$ cat src/rtl/scoreboard.sv
// Register scoreboard for the dual-issue pipeline: tracks in-flight producers per
// architectural register, tagged so only the youngest writer's writeback releases it.
module scoreboard #(
  parameter int unsigned TAG_W = 3
) (
  input  logic             clk,
  input  logic             rst,
  input  logic             flush,
  input  logic             iss0_valid,
  input  logic             iss0_we,
  input  logic [4:0]       iss0_rd,
  input  logic             iss0_load,
  input  logic             iss1_valid,
  input  logic             iss1_we,
  input  logic [4:0]       iss1_rd,
  input  logic             iss1_load,
  output logic [TAG_W-1:0] iss0_tag,
  output logic [TAG_W-1:0] iss1_tag,
  input  logic             wb0_valid,
  input  logic [4:0]       wb0_rd,
  input  logic [TAG_W-1:0] wb0_tag,
  input  logic             wb1_valid,
  input  logic [4:0]       wb1_rd,
  input  logic [TAG_W-1:0] wb1_tag,
  output logic [31:0]      busy_vec,
  output logic [31:0]      load_pending_vec,
  output logic             sb_empty
);

  logic [31:0]      busy_q, busy_d;
  logic [31:0]      load_q, load_d;
  logic [TAG_W-1:0] tag_q [32];
  logic [TAG_W-1:0] tag_d [32];
  logic [TAG_W-1:0] next_tag_q, next_tag_d;

  logic eff0, eff1;

  assign eff0 = iss0_valid && iss0_we && (iss0_rd != 5'd0);
  assign eff1 = iss1_valid && iss1_we && (iss1_rd != 5'd0);

  assign iss0_tag = next_tag_q;
  assign iss1_tag = next_tag_q + TAG_W'(eff0);

  always_comb begin
    busy_d     = busy_q;
    load_d     = load_q;
    tag_d      = tag_q;
    next_tag_d = next_tag_q;

    if (flush) begin
      busy_d = '0;
      load_d = '0;
    end else begin
      next_tag_d = next_tag_q + TAG_W'(eff0) + TAG_W'(eff1);
      for (int unsigned i = 1; i < 32; i++) begin
        // Issue outranks writeback; slot1 is younger so it outranks slot0.
        if (eff1 && iss1_rd == 5'(i)) begin
          busy_d[i] = 1'b1;
          load_d[i] = iss1_load;
          tag_d[i]  = iss1_tag;
        end else if (eff0 && iss0_rd == 5'(i)) begin
          busy_d[i] = 1'b1;
          load_d[i] = iss0_load;
          tag_d[i]  = iss0_tag;
        end else if (busy_q[i] &&
                     ((wb0_valid && wb0_rd == 5'(i) && wb0_tag == tag_q[i]) ||
                      (wb1_valid && wb1_rd == 5'(i) && wb1_tag == tag_q[i]))) begin
          busy_d[i] = 1'b0;
          load_d[i] = 1'b0;
        end
      end
    end
    busy_d[0] = 1'b0;
    load_d[0] = 1'b0;
    tag_d[0]  = '0;
  end

  always_ff @(posedge clk) begin
    if (rst) begin
      busy_q     <= '0;
      load_q     <= '0;
      next_tag_q <= '0;
      for (int unsigned i = 0; i < 32; i++) tag_q[i] <= '0;
    end else begin
      busy_q     <= busy_d;
      load_q     <= load_d;
      next_tag_q <= next_tag_d;
      for (int unsigned i = 0; i < 32; i++) tag_q[i] <= tag_d[i];
    end
  end

  assign busy_vec         = busy_q;
  assign load_pending_vec = load_q;
  assign sb_empty         = ~|busy_q;

endmodule

$ cat config.mk
export PLATFORM = sky130hd
export DESIGN_NAME = scoreboard
export DESIGN_NICKNAME = d
export VERILOG_FILES = /design/src/rtl/scoreboard.sv
export SDC_FILE = /design/constraint.sdc
export NUM_CORES = 1
export LEC_CHECK = 0
export ABC_CLOCK_PERIOD_IN_PS = 4410
export BUFFER_PORTS_ARGS = -buffer_cell sky130_fd_sc_hd__clkbuf_2
export CAP_MARGIN = 5
export CORE_MARGIN = 8
export CORE_UTILIZATION = 61
export CTS_CLUSTER_DIAMETER = 200
export DETAILED_ROUTE_END_ITERATION = 8
export MAX_ROUTING_LAYER = met4
export PLACE_DENSITY = 0.82
export SLEW_MARGIN = 20
export SYNTH_ARGS = -nofsm -noshare
export SYNTH_HDL_FRONTEND = slang
export SYNTH_SLANG_ARGS = --single-unit
$ cat constraint.sdc
create_clock -name clk -period 4.41 [get_ports clk]
set_clock_uncertainty 0.2 [all_clocks]
set_input_delay 0.882 -clock clk [delete_from_list [all_inputs] [get_ports clk]]
set_output_delay 0.882 -clock clk [all_outputs]
set_load 0.02 [all_outputs]
# --- Word-level counts from Yosys, hierarchy flattened ---
# Cells that the tools add are included.
totals:
  out_inout_bits: 71
  regBits: 160
  elab_cells: 852
classes:
  bitwise: 1
  add_sub_neg: 2
  n_eq_ne: 186
  n_reduce_logical: 350
  n_mux: 217
ops:
  columns: ["op", "n"]
  rows:
  - ["equality test 5 bit, second input constant", 64]
  - ["logical AND 1 bit", 221]
  - ["equality test 3 bit", 62]
  - ["2-to-1 mux 3 bit", 62]
  - ["equality test 5 x 4 -> 1 bit, second input constant", 32]
  - ["2-to-1 mux 1 bit", 155]
  - ["nonzero test 3 bit", 31]
  - ["equality test 5 x 3 -> 1 bit, second input constant", 16]
  - ["AND reduction 2 bit", 31]
  - ["nonzero test 2 bit", 31]
  - ["equality test 5 x 2 -> 1 bit, second input constant", 8]
  - ["OR reduction 32 bit", 1]
  - ["logical OR 1 bit", 31]
  - ["equality test 5 x 1 -> 1 bit, second input constant", 4]
  - ["nonzero test 5 bit", 2]
  - ["adder 3 x 1 -> 3 bit", 2]
  - ["OR reduction 2 bit", 1]
  - ["logical NOT 1 bit", 1]
  - ["NOT 1 bit", 1]

# --- Longest topological paths before layout ---
# Gate-level depths: netlist of run 1.
depth:
  word_depth: 8
  mapped_depth: 12

# --- Worst setup path before layout of run 1 ---
# OpenSTA, ideal clock, no wires.
synth_timing:
  kind: "input port to output port"
  startpoint: "input port iss0_rd[3]"
  endpoint: "output port iss1_tag[2]"
  setup_slack_ns: 0.145
  n_path_buf: 5
  arrival_time_ns: 3.183
  cell_stages: 10
  cell_sequence: "buf_2 -> or4_4 -> buf_6 -> buf_6 -> o211a_1 -> ha_1 -> ha_1 -> clkbuf_1 -> clkbuf_1 -> xor2_1"
synth_via:
  elab_chain_cells: 3
synth_rtl:
  columns: ["item", "line_no", "source"]
  rows:
  - ["start, declared", "11", "input logic [4:0] iss0_rd,"]
  - ["nonzero test 5 bit", "38", "assign eff0 = iss0_valid && iss0_we && (iss0_rd != 5'd0);"]
  - ["logical AND 1 bit", "38", null]
  - ["adder 3 x 1 -> 3 bit", "42", "assign iss1_tag = next_tag_q + TAG_W'(eff0);"]
  - ["end, declared", "18", "output logic [TAG_W-1:0] iss1_tag,"]
# No other way between the ends.

# --- Final worst setup path of run 1 ---
layout_timing:
  startpoint: "input port iss0_rd[3]"
  endpoint: "output port iss1_tag[1]"
# The elaborated chain is that of the path after synthesis.

==> results of run 1 <==
## cell type report
class	instances	area, sq um	share of cell area (%)
well taps	229	287	2.35
inverters	20	75.1	0.615
repair buffers	139	796	6.51
multi-input cells	1075	7290	59.7
diodes	2	5.00	0.0410
flip-flops and latches	158	3160	25.9
clock buffers	17	425	3.48
clock inverters	15	175	1.43
## state kept, by name, summed over array words and instances, names as in the netlist
name              cells
load_pending_vec     31
tag_q                93
iss0_tag              3
busy_vec             31
## cell usage in the layout, fill, tap and decap left out, types with 8 or more instances in the layout
cell	count
sky130_fd_sc_hd__clkbuf_16	17
sky130_fd_sc_hd__clkbuf_2	104
sky130_fd_sc_hd__a31oi_1	8
sky130_fd_sc_hd__nor3_2	13
sky130_fd_sc_hd__nor4_1	25
sky130_fd_sc_hd__xnor2_1	68
sky130_fd_sc_hd__nand2b_1	9
sky130_fd_sc_hd__a32oi_1	24
sky130_fd_sc_hd__o22ai_1	13
sky130_fd_sc_hd__nand3_1	84
sky130_fd_sc_hd__nor2b_1	9
sky130_fd_sc_hd__a211oi_1	81
sky130_fd_sc_hd__nand4_1	24
sky130_fd_sc_hd__xor2_1	151
sky130_fd_sc_hd__buf_4	34
sky130_fd_sc_hd__nand2_1	101
sky130_fd_sc_hd__and4bb_2	9
sky130_fd_sc_hd__inv_1	20
sky130_fd_sc_hd__dfxtp_1	157
sky130_fd_sc_hd__a311oi_1	16
sky130_fd_sc_hd__nor3_1	27
sky130_fd_sc_hd__nor2_1	145
sky130_fd_sc_hd__a21oi_1	56
sky130_fd_sc_hd__o21ai_0	17
sky130_fd_sc_hd__mux2i_1	52
## path summary, 6_finish.rpt
| check | from | end | slack [ps] | cells past startpoint |
|---|---|---|---|---|
| max | iss0_rd[3] | iss1_tag[1] | 550 | 6 |
| min | load_pending_vec[9] | load_pending_vec[9] | 260 | 2 |
| max reg2reg | iss0_tag[0] | iss0_tag[2] | 2230 | 7 |
| min reg2reg | load_pending_vec[9] | load_pending_vec[9] | 260 | 2 |
## routing by layer
| metal | track usage, % | vias up | part of all wire [%] |
|---|---|---|---|
| met4 | 23.2 | 0 | 6.0 |
| met2 | 51.2 | 968 | 41 |
| li1 | - | 5036 | - |
| met5 | - | - | 0 |
| met1 | 44.8 | 5224 | 38 |
| met3 | 12.3 | 232 | 15 |
## report_power, final
group / total [mW] / leakage, nW / switching [mW] / internal, mW
Clock: 1.54 / 0.298 / 0.688 / 0.855
Combinational: 0.518 / 2.84 / 0.370 / 0.148
Sequential: 1.45 / 1.27 / 0.0117 / 1.44
Total: 3.51 / 4.41 / 1.07 / 2.44
## logic make-up after synthesis
kind of cell,count (synthesis),share of synthesized area (%)
multiplexers,55,5.03
XOR/XNOR,219,17.4
AND/OR/NAND/NOR,514,24.8
buffers and inverters,128,5.16
other,1,0.0341
adder cells (fa/ha/maj),4,0.454
AO/OA/AOI/OAI,281,18.4
flip-flops,158,28.7
## critical path, cell delays in order
cell	delay, ps
sky130_fd_sc_hd__clkbuf_2	230
sky130_fd_sc_hd__or4_4	590
sky130_fd_sc_hd__o211a_1	290
sky130_fd_sc_hd__ha_1	210
sky130_fd_sc_hd__ha_1	370
sky130_fd_sc_hd__clkbuf_2	200
## cell usage after synthesis (6+ instances only)
library cell,instances
sky130_fd_sc_hd__nand4bb_1,7
sky130_fd_sc_hd__o21ai_0,17
sky130_fd_sc_hd__clkbuf_1,55
sky130_fd_sc_hd__nor4_1,25
sky130_fd_sc_hd__nand4b_1,6
sky130_fd_sc_hd__o22ai_1,13
sky130_fd_sc_hd__and4bb_2,9
sky130_fd_sc_hd__a31oi_1,8
sky130_fd_sc_hd__nor3_1,27
sky130_fd_sc_hd__nor2b_1,9
sky130_fd_sc_hd__nor3_2,13
sky130_fd_sc_hd__nand3_1,84
sky130_fd_sc_hd__inv_1,20
sky130_fd_sc_hd__nor4b_2,6
sky130_fd_sc_hd__nand4_1,24
sky130_fd_sc_hd__and2_1,7
sky130_fd_sc_hd__xor2_1,151
sky130_fd_sc_hd__buf_2,41
sky130_fd_sc_hd__and3_1,7
sky130_fd_sc_hd__mux2i_1,52
sky130_fd_sc_hd__a311oi_1,16
sky130_fd_sc_hd__nor3b_1,7
sky130_fd_sc_hd__dfxtp_1,158
sky130_fd_sc_hd__a211oi_1,81
sky130_fd_sc_hd__nand2b_1,9
sky130_fd_sc_hd__a32oi_1,24
sky130_fd_sc_hd__nand2_1,101
sky130_fd_sc_hd__a21oi_1,56
sky130_fd_sc_hd__nor2_1,146
sky130_fd_sc_hd__xnor2_1,68
## per-stage QoR
step | cell area (sq um) | hold WS [ps]
floorplan | 11000 | 310
global placement | 11600 | 245
detailed placement | 11600 | 249
CTS | 12200 | 258
global route | 12200 | 276
finish | 12200 | 256
==> metrics.md, run 1 <==
| Metric | Value |
|---|---|
| Status | completed |
| I/O Buffers | ~110 |
| Total number of vias | 11.5k |
| Register bit count reported by yosys | about 160 |
| Mapped Avg Cell Area | 8.10 sq um |
| Maximum fanout along the worst path | 19 |
| First-pass GRT wire length | between 60000 and 70000 um |
| Buffers inserted during post-CTS setup optimization | 0 |
| Pre-antenna DRT Iters | 7 |
| Slew HR | 29.7% |
| Post-synthesis async set-or-reset flop share | 0% |
| CP arrival | 2780 ps |
| Clock latency of the later-clocked register in the worst-skew pair | between 400 and 500 ps |
| Num CTS Buffers | 17 |
| Final weighted congestion in routability-driven placement | ~1 |
| CTS Root Cell | sky130_fd_sc_hd__clkbuf_16 |
| I/O pin total | 108 |
| Most used flip-flop cell after synthesis | sky130_fd_sc_hd__dfxtp_1 |
| Core Util, Final | 68.5% |
| Post-layout nets | 1452 |
| Final setup slack of the worst path | 546 ps |
| Required arrival time at the worst endpoint | approximately 3300 ps |
| Final standard cell count with taps included and fillers excluded | about 1.7k |
| Area fraction of the dominant cell type after synthesis | 28.7% |
| Final ANT Viol Nets | 0 |
| Drt initial violations | 1470 |
| Power density of the placed cells | between 200 and 300 mW/mm^2 |
| Max-slew violations | 0 |
| Leading area contributor after synthesis | sky130_fd_sc_hd__dfxtp_1 |
| Clock tree from TritonCTS | yes |
| Share of cells above drive strength 1 | 15.2% |
| Count of different cell masters after synthesis | between 70 and 80 |
| Sum of net half-perimeters after detailed placement | approximately 28000 um |
| Number of H-tree levels | 4 |
| MaxCap Viol Count | 0 |
| Core footprint | 0.0178 sq mm |
| Global Route Usage Sum | 36.8% |
| Starting Density | approximately 62% |
| Congestion Overflow GR | 0 |
| Hold violation total from the final report | 0 |
| Kind of start point of the critical path | primary input |
| Pre-CTS setup slack | 602 ps |
| Slew at the pin closest to its max-slew limit | 1050 ps |
| Largest net degree at the start of global routing | just under 80 |
| Leakage power of the design | 4.41 nW |
| Sequential share of the synthesized area | 28.7% |
| Detailed Route WL | 40800 um |
| Count of instances resized after the clock tree is built | 0 |
| Hold Crit Class | reg -> reg |
| Total design power | 3.51 mW |
| Mapped Cells | 1360 |
| Die width | about 150 um |
| Netlist area before placement | 0.0110 sq mm |
| Main area contributors after synthesis | sky130_fd_sc_hd__dfxtp_1 29%, sky130_fd_sc_hd__xor2_1 12%, sky130_fd_sc_hd__a211oi_1 5.5%, sky130_fd_sc_hd__xnor2_1 5.4%, sky130_fd_sc_hd__nor2_1 5.0% |
| Initial antenna violation count | 2 |
| Fill cell count | 1450 |
| Clock-pin transition on the worst setup and hold timing paths | 70 ps |
| Crit Path Category | in -> out |
| Number of placement rows | 49 |
| Area growth from synthesis to layout | 10.9% |
| Instance count after placement with tap cells included | approximately 1.6k |
| CP endpoint kind | primary output |
| CTS sink count | 158 |
| Post-route clock period utilization | between 80% and 90% |
| Drt wl/cell | around 25 um |
| Worst voltage drop across the vdd grid | 0.305 mV |
| TNS Setup | 0 ps |
| Number of enable-type register cells in the synthesized netlist | 0 |
| Setup violations, final | 0 |
| Clk buf depth | 2 |
| Min cycle time layout | ~3900 ps |
| Hold_buf cts | 0 |
| Setup repair after global routing missed its margin | no |
| Die height | around 150 um |
| Per-cell via count in the routed design | 6.92 |
| Peak clock frequency supported by timing | 0.259 GHz |
| Warnings from Yosys | 0 |
| DRC | 0 |
| Die Footprint | 0.0226 sq mm |
| Number of global-route vias before repair | 10.9k |
No activity file was read; power rests on OpenSTA's default activity.
==> run 2, diff against run 1 <==
==> constraint.sdc (replaced) <==
create_clock -name clk -period 4.41 [get_ports clk]
set_clock_uncertainty 0.2 [all_clocks]
set_input_delay 0.2205 -clock clk [delete_from_list [all_inputs] [get_ports clk]]
set_output_delay 0.2205 -clock clk [all_outputs]
set_load 0.02 [all_outputs]
==> metrics.md, run 2 (synthesized netlist as in run 1, its figures left out) <==
| Metric | Value |
|---|---|
| Worst voltage drop across the vdd grid | 0.288 mV (was 0.305 mV) |
| Clock-pin transition on the worst setup and hold timing paths | 60 ps (was 70 ps) |
| Num CTS Buffers | 17 (unchanged) |
| Post-layout nets | 1441 (was 1452) |
| Peak clock frequency supported by timing | 0.289 GHz (was 0.259 GHz) |
| Worst setup path endpoint | iss1_tag[1] (unchanged) |
| Slew at the pin closest to its max-slew limit | 1230 ps (was 1050 ps) |
| Number of placement rows | 49 (unchanged) |
| CTS sink count | 158 (unchanged) |
| Share of cells above drive strength 1 | 14.5% (was 15.2%) |
| Starting Density | 61.7% (unchanged) |
| Drt initial violations | 1758 (was 1470) |
| Hold path start | flush (was load_pending_vec[9]) |
| Die width | 150 um (unchanged) |
| Status | completed (unchanged) |
| I/O pin total | 108 (unchanged) |
| Number of H-tree levels | 4 (unchanged) |
| Min cycle time layout | 3460 ps (was 3860 ps) |
| Worst Reg2Reg Path Length in Cells | 5 (was 7) |
| Congestion Overflow GR | 0 (unchanged) |
| Required arrival time at the worst endpoint | 3990 ps (was 3330 ps) |
| Sum of net half-perimeters after detailed placement | 28000 um (was 28100 um) |
| DRC | 0 (unchanged) |
| Most frequent cells in the layout | 157 x sky130_fd_sc_hd__dfxtp_1, 151 x sky130_fd_sc_hd__xor2_1, 145 x sky130_fd_sc_hd__nor2_1 (unchanged) |
| Most flop-heavy register | tag_q (unchanged) |
| Die height | 150 um (unchanged) |
| TNS Setup | 0 ps (unchanged) |
| Setup violations, final | 0 (unchanged) |
| Maximum fanout along the worst path | 20 (was 19) |
| Final ANT Viol Nets | 0 (unchanged) |
| Area used by multi-input combinational logic | 0.00729 sq mm (unchanged) |
| Drt wl/cell | 25.1 um (was 24.7 um) |
| Kind of start point of the critical path | primary input (unchanged) |
| Setup repair after global routing missed its margin | no (unchanged) |
| Final weighted congestion in routability-driven placement | 0.977 (was 1.00) |
| CP arrival | 3040 ps (was 2780 ps) |
| Clock tree from TritonCTS | yes (unchanged) |
| Max FFs per register | 93 (unchanged) |
| Slew HR | 16.6% (was 29.7%) |
| Power density of the placed cells | 298 mW/mm^2 (was 287 mW/mm^2) |
| Fill cell count | 1410 (was 1450) |
| CTS Root Cell | sky130_fd_sc_hd__clkbuf_16 (unchanged) |
| R2r setup slk | 2040 ps (was 2230 ps) |
| Pre-antenna DRT Iters | 6 (was 7) |
| Clock latency of the later-clocked register in the worst-skew pair | 440 ps (was 450 ps) |
| I/O Buffers | 105 (unchanged) |
| Max-slew violations | 0 (unchanged) |
| Largest net degree at the start of global routing | 80 (was 79) |
| Die Footprint | 0.0226 sq mm (unchanged) |
| Core footprint | 0.0178 sq mm (unchanged) |
| CP endpoint kind | primary output (unchanged) |
| Clk buf depth | 2 (unchanged) |
| Area growth from synthesis to layout | 10.6% (was 10.9%) |
| Initial antenna violation count | 0 (was 2) |
| Worst Setup SP | iss0_rd[3] (unchanged) |
| Area taken by flip-flops and latches | 0.00317 sq mm (was 0.00316 sq mm) |
| Total design power | 3.63 mW (was 3.51 mW) |
| MaxCap Viol Count | 0 (unchanged) |
| Post-route clock period utilization | 78.4% (was 87.6%) |
| Number of global-route vias before repair | 10.9k (about the same) |
| Most frequent standard cell in the layout excluding fill and tap cells | sky130_fd_sc_hd__dfxtp_1 (unchanged) |
| Per-cell via count in the routed design | 7.05 (was 6.92) |
| Detailed Route WL | 41200 um (was 40800 um) |
| First-pass GRT wire length | 62200 um (was 61800 um) |
| Number of antenna cells inserted | 0 (was 2) |
| Global Route Usage Sum | 37.0% (was 36.8%) |
| Total number of vias | 11.6k (was 11.5k) |
| Crit Path Category | in -> out (unchanged) |
| Reg2reg end | tag_q[61] (was iss0_tag[2]) |
| Hold violation total from the final report | 0 (unchanged) |
| Launch point of the worst reg-to-reg path | iss0_tag[0] (unchanged) |
| Final-layout worst hold slack | 167 ps (was 256 ps) |
| Leakage power of the design | 4.38 nW (was 4.41 nW) |
| Hold Crit Class | in -> reg (was reg -> reg) |
## run 2: cell types whose count changed in the layout (fill, tap and decap cells not counted), sizes merged
cell         before  now
buf              35   23
inv              29   21
bufinv            2    5
clkbuf          121  123
clkinv            4    6
diode             2    0
clkinvlp          0    1
dlygate4sd3       0    1
## run 2: power breakdown
group	total, mW	switching, mW	leakage, nW	internal (mW)
clock network	1.68	0.640	0.324	1.04
logic	0.505	0.365	2.78	0.140
registers	1.45	0.0130	1.27	1.44
total	3.63	1.02	4.38	2.61
## run 2: repair_timing
action	4_1_cts	5_1_grt
hold buffers	1	0
hold endpoints to repair	17	0
buffers inserted	0	0
gates resized for setup	0	0
## run 2: worst min-delay path by stage
| stage | to | depth (start not counted) |
|---|---|---|
| finish | tag_q[56] | 4 |
| global route | load_pending_vec[2] | 3 |
| CTS | load_pending_vec[2] | 3 |
| detailed placement | load_pending_vec[9] | 2 |
| global placement | load_pending_vec[9] | 2 |
| floorplan | load_pending_vec[8] | 3 |
## run 2: through the flow
stage	instances	setup slack, ps	area (sq um)	utilization, %
global route	1642	964	12200	68.3
detailed placement	1609	1060	11500	64.5
finish	1642	953	12200	68.3
CTS	1642	1090	12200	68.3
floorplan	1361	1390	11000	-
global placement	1609	1170	11500	64.5
## run 2: critical path, stage by stage
cell	delay [ps]
sky130_fd_sc_hd__clkbuf_2	230
sky130_fd_sc_hd__or4_4	730
sky130_fd_sc_hd__o211a_1	270
sky130_fd_sc_hd__ha_1	190
sky130_fd_sc_hd__ha_1	700
sky130_fd_sc_hd__buf_4	430
sky130_fd_sc_hd__clkbuf_2	250
## run 2: layout make-up
type	instances	area share, %
well taps	229	2.35
repair buffers	128	5.77
clock inverters	13	1.74
multi-input cells	1075	59.8
flip-flops and latches	158	26.0
clock buffers	19	3.72
inverters	20	0.616
## run 2: metal layers
layer / track usage (%) / vias to the layer above / share of wire, %
met2: 52.2 / 946 / 41
met4: 20.7 / 0 / 5.8
met1: 46.4 / 5397 / 38
met3: 10.9 / 204 / 15
met5: - / - / 0
li1: - / 5022 / -
